**config.mk**
```make
export PLATFORM = sky130hd
export DESIGN_NAME = fpga_core
export DESIGN_NICKNAME = d
export VERILOG_FILES = /design/src/rtl/fpga_core_pkg.sv /design/src/rtl/fpga_core_shift_chain.sv /design/src/rtl/fpga_core.sv
export SDC_FILE = /design/constraint.sdc
export NUM_CORES = 2
export LEC_CHECK = 0
export ABC_CLOCK_PERIOD_IN_PS = 66700
export BUFFER_PORTS_ARGS = -buffer_cell sky130_fd_sc_hd__buf_2
export CELL_PAD_IN_SITES_DETAIL_PLACEMENT = 1
export CELL_PAD_IN_SITES_GLOBAL_PLACEMENT = 2
export CORE_ASPECT_RATIO = 0.75
export CORE_MARGIN = 2
export CORE_UTILIZATION = 40
export CTS_CLUSTER_SIZE = 20
export DETAILED_ROUTE_END_ITERATION = 7
export PLACE_DENSITY_LB_ADDON = 0.1
export SLEW_MARGIN = 20
export SYNTH_ARGS = -nofsm -noshare
export SYNTH_HDL_FRONTEND = slang
export SYNTH_SLANG_ARGS = --single-unit
```
**constraint.sdc**
```tcl
create_clock -name clk -period 66.7 [get_ports clk]
set_input_delay 0 -clock clk [delete_from_list [all_inputs] [get_ports clk]]
set_output_delay 0 -clock clk [all_outputs]
set_load 0.01 [all_outputs]
```
**src/rtl/fpga_core_pkg.sv**
```systemverilog
// Shared constants and helpers for the fpga_core fabric slice.
package fpga_core_pkg;

   localparam int unsigned IO_SIZE_DEF  = 144;
   localparam int unsigned SCAN_LEN_DEF = 2304;

   // Each pad owns two consecutive config bits: direction then invert.
   localparam int unsigned DIR_OFS = 0;
   localparam int unsigned INV_OFS = 1;

   function automatic int unsigned cfg_len(input int unsigned io_size);
      return 2 * io_size;
   endfunction

endpackage

```
**src/rtl/fpga_core_shift_chain.sv**
```systemverilog
// Async-reset serial shift register with enable and parallel load (load wins over shift).
module fpga_core_shift_chain #(
   parameter int unsigned LEN = 8
) (
   input  logic           clk,
   input  logic           rst,
   input  logic           en,
   input  logic           load,
   input  logic           sin,
   input  logic [LEN-1:0] pin,
   output logic [LEN-1:0] q
);

   always_ff @(posedge clk or posedge rst) begin
      if (rst) begin
         q <= '0;
      end else if (en) begin
         q <= load ? pin : {q[LEN-2:0], sin};
      end
   end

endmodule

```
**src/rtl/fpga_core.sv**
```systemverilog
// Fabric core: user/scan flop array, config chain, isolated pad interface.
// Optional SCAN_TAIL_RETIME_EN adds a retiming flop on sc_tail.
module fpga_core
   import fpga_core_pkg::*;
#(
   parameter int unsigned IO_SIZE  = IO_SIZE_DEF,
   parameter int unsigned SCAN_LEN = SCAN_LEN_DEF
) (
   input  logic               clk,
   input  logic               Reset,
   input  logic               Test_en,
   input  logic               prog_en,
   input  logic               ccff_head,
   output logic               ccff_tail,
   input  logic               sc_head,
   output logic               sc_tail,
   input  logic               IO_ISOL_N,
   input  logic [IO_SIZE-1:0] gfpga_pad_EMBEDDED_IO_HD_SOC_IN,
   output logic [IO_SIZE-1:0] gfpga_pad_EMBEDDED_IO_HD_SOC_OUT,
   output logic [IO_SIZE-1:0] gfpga_pad_EMBEDDED_IO_HD_SOC_DIR
);

   localparam int unsigned CFG_LEN = cfg_len(IO_SIZE);

   logic [CFG_LEN-1:0]  cfg;
   logic [SCAN_LEN-1:0] ff;
   logic [SCAN_LEN-1:0] ff_load;
   logic [IO_SIZE-1:0]  dir;
   logic [IO_SIZE-1:0]  inv;
   logic [IO_SIZE-1:0]  isol_mask;

   for (genvar i = 0; i < IO_SIZE; i++) begin : g_pad_cfg
      assign dir[i] = cfg[2*i+DIR_OFS];
      assign inv[i] = cfg[2*i+INV_OFS];
   end

   // Functional mode: first IO_SIZE flops capture pads, the rest form per-pad pipelines.
   if (SCAN_LEN > IO_SIZE) begin : g_pipe
      assign ff_load = {ff[SCAN_LEN-IO_SIZE-1:0], gfpga_pad_EMBEDDED_IO_HD_SOC_IN ^ inv};
   end else begin : g_nopipe
      assign ff_load = gfpga_pad_EMBEDDED_IO_HD_SOC_IN ^ inv;
   end

   fpga_core_shift_chain #(
      .LEN (SCAN_LEN)
   ) u_scan_chain (
      .clk  (clk),
      .rst  (Reset),
      .en   (1'b1),
      .load (~Test_en),
      .sin  (sc_head),
      .pin  (ff_load),
      .q    (ff)
   );

   fpga_core_shift_chain #(
      .LEN (CFG_LEN)
   ) u_cfg_chain (
      .clk  (clk),
      .rst  (Reset),
      .en   (prog_en),
      .load (1'b0),
      .sin  (ccff_head),
      .pin  ({CFG_LEN{1'b0}}),
      .q    (cfg)
   );

   assign ccff_tail = cfg[CFG_LEN-1];

`ifdef SCAN_TAIL_RETIME_EN
   logic sc_tail_q;

   always_ff @(posedge clk or posedge Reset) begin
      if (Reset) begin
         sc_tail_q <= 1'b0;
      end else if (Test_en) begin
         sc_tail_q <= ff[SCAN_LEN-1];
      end
   end

   assign sc_tail = sc_tail_q;
`else
   assign sc_tail = ff[SCAN_LEN-1];
`endif

   assign isol_mask = {IO_SIZE{IO_ISOL_N}};
   assign gfpga_pad_EMBEDDED_IO_HD_SOC_DIR = dir & isol_mask;
   assign gfpga_pad_EMBEDDED_IO_HD_SOC_OUT = ff[SCAN_LEN-1 -: IO_SIZE] & dir & isol_mask;

endmodule

```
==> impl_metrics.py <==
metrics = {
    "outcome": {
        "status": "complete, but fails checks",
        "violations": "hold timing",
    },
    "grt": {
        "grt_pass1_vias": 54592,
        "grt_start_max_net_pins": 202,
        "grtUsageTotal_pct": 15.2,
        "antenna_found_initial": 12,
        "grt_pass1_wl_um": 315000,
        "grt-ovfl-total": 0,
    },
    "timing": {
        "timing.hold.ws_ns": -0.0496,
        "clock_skew_ns": 0.0265,
        "slew_headroom_pct": 6.90,
        "min_period_ns": 5.26,
        "setup_tns_ns": 0,
        "drv_slew": 0,
        "final_hold_viol_count": 14,
        "final-setup-viol-count": 0,
        "fmax_ghz": 0.190,
        "worst_pin_slew_ns": 1.40,
        "post-route-period-util_pct": 7.89,
        "rsz0062_at_grt": "false",
    },
    "setup_path": {
        "cp_data_arrival_time_ns": 5.95,
        "start_kind": "input pin",
        "worstPathRequired_ns": 67.39,
        "cp-end-kind": "register",
        "crit_type": "input pin to register",
        "crit_fanout": 189,
    },
    "logic_synthesis": {
        "synth_top_area_cell": "dfrtp_1",
        "ys_top_cells_by_area": "dfrtp_1 65%, mux2_2 28%, buf_6 1.9%, xnor2_1 1.3%, and2_1 0.91%",
        "synth_edf_count": 0,
        "netlist_area_um2": 99400,
        "netlist_instances": 6097,
        "seq_area_frac_synth_pct": 65.2,
        "synth_common_cells": "2592 x dfrtp_1, 2448 x mux2_2, 167 x buf_6",
        "yosysUniqueCellTypes": 11,
        "ys_ff_latch": 2592,
        "yosys_warnings": 0,
        "async_reset_ff_share_pct": 100,
        "synth_top_area_share_pct": 65.2,
        "synth_most_common_cell": "dfrtp_1",
        "syn_area_per_cell_um2": 16.3,
        "postSynthNetCount": 6248,
        "ys.flop_type": "dfrtp_1",
    },
    "floorplanning": {
        "floorplan.initialDensity_pct": 40.2,
        "die_w_um": 580,
        "core_um2": 247000,
        "ioPinCount": 441,
        "dieArea_um2": 253000,
        "die_h_um": 436,
        "row_count": 158,
    },
    "placed_design": {
        "io_buffers": 440,
        "post-place-cells": 9542,
        "place_area_um2": 104000,
        "hpwl_um": 118000,
        "gp_congestion": 0.697,
    },
    "cells_and_area": {
        "finalInstanceArea_um2": 115000,
        "final_cells": 10254,
        "synthToLayoutAreaGrowth_pct": 15.5,
        "nets": 6931,
        "drive_above_1_share_pct": 47.9,
        "post-route-util_pct": 46.5,
    },
    "clock_network": {
        "clock_sinks": 2592,
        "cts-root-buf": "clkbuf_16",
        "clock_latency_ns": 0.83,
        "cts_buffer_depth": 4,
        "ctsHoldBuffers": 241,
        "cts_made_buffers": 273,
        "cts_tree": "done",
        "post_cts_buffers": 0,
        "cts_resized": 0,
        "cts.clk_slew.worst_paths_ns": 0.06,
        "htreeDepth": 5,
    },
    "job": {
        "cap_violations": 0,
    },
    "drt": {
        "drc": 0,
        "wl_per_cell_um": 18.6,
        "drt_wl_total_um": 191000,
        "drt-initial-drc-count": 2475,
        "vias_per_cell": 4.81,
        "vias": 49331,
        "antenna_left": 0,
        "firstDrtPassIters": 4,
    },
    "power_and_ir_drop": {
        "p_leak_uw": 0.0533,
        "ir_worst_vdd_mv": 0.0178,
        "p_per_area_nw_per_um2": 39.5,
    },
    "hold_path": {
        "hp-class": "input pin to async pin",
    },
}
-- cells by family (layout without fill, tap and decap cells) --
logic type,count (synthesis),in the layout,share of synthesized area [%]
simple gates,432,432,2.36
xor+xnor,144,144,1.27
flops,2592,2592,65.2
other cells,0,10,0
buf+inv,337,1204,2.69
compound gates,144,144,0.725
mux,2448,2448,27.7
-- routing by layer --
metal	vias to the layer above	global-route usage, %	share of wire, %
met5	-	0	0
met1	25598	25.5	56
met2	634	20.0	39
li1	22801	-	-
met4	0	4.00	2.2
met3	298	2.30	3.2
-- through the flow --
step / power [µW] / setup slack, ns / hold slack [ns]
floorplan: 2890 / 30.65 / 0.121
global placement: 3080 / 61.19 / 0.235
detailed placement: 3100 / 61.19 / 0.233
CTS: 4630 / 61.45 / 0.00173
global route: 4810 / 61.05 / 0.0115
finish: 4540 / 61.44 / -0.0496
-- placed cells by master (no fill, tap or decap) --
cell	count
clkinv_4	1
buf_6	2
dlygate4sd3_1	241
bufinv_16	7
mux2_2	2448
buf_4	47
clkbuf_16	284
clkbuf_8	53
clkbuf_1	78
nand2_1	144
dfrtp_1	2592
clkinv_8	5
clkinv_2	27
buf_2	437
diode_2	10
buf_16	1
clkinvlp_4	3
buf_12	14
xnor2_1	144
and2_1	144
buf_8	1
o21ai_0	144
inv_6	3
and3_1	144
-- state kept, by name, indices dropped and copies added (netlist names) --
signal / flops
u_scan_chain.q: 2304
u_cfg_chain.q: 288
-- critical path: stages --
cell and delay (ns):
dlygate4sd3_1 0.58, buf_12 0.45, buf_4 0.86, buf_12 0.66, buf_4 0.74, buf_4 0.87
buf_4 0.94, mux2_2 0.42
-- cell type report --
class	count	area, µm²
Fill cell	23881	132000
Timing Repair Buffer	744	5310
Sequential cell	2592	64900
Clock buffer	414	8120
Multi-Input combinational cell	3168	31900
Inverter	1	7.51
Clock inverter	45	477
Antenna cell	10	25.0
Tap cell	3280	4100
-- report_power, final --
| group | internal (µW) | total [µW] | leakage [µW] | switching, µW |
|---|---|---|---|---|
| clock network | 865 | 1470 | 0.00422 | 606 |
| registers | 2100 | 2440 | 0.0324 | 338 |
| logic | 427 | 632 | 0.0166 | 205 |
-- final timing paths --
kind,start,to,slack (ns),cells past startpoint
min in group clk,gfpga_pad_EMBEDDED_IO_HD_SOC_IN[74],u_scan_chain.q[74],0.07,4
max in group asynchronous,Reset,u_scan_chain.q[679],62.59,8
setup reg to reg,u_cfg_chain.q[49],u_scan_chain.q[24],65.15,3
setup / recovery,Test_en,u_scan_chain.q[674],61.44,8
hold / removal,Reset,u_scan_chain.q[29],-0.05,4
hold reg to reg,u_scan_chain.q[63],u_scan_chain.q[64],0.47,2
(Power assumes the default switching activity.)
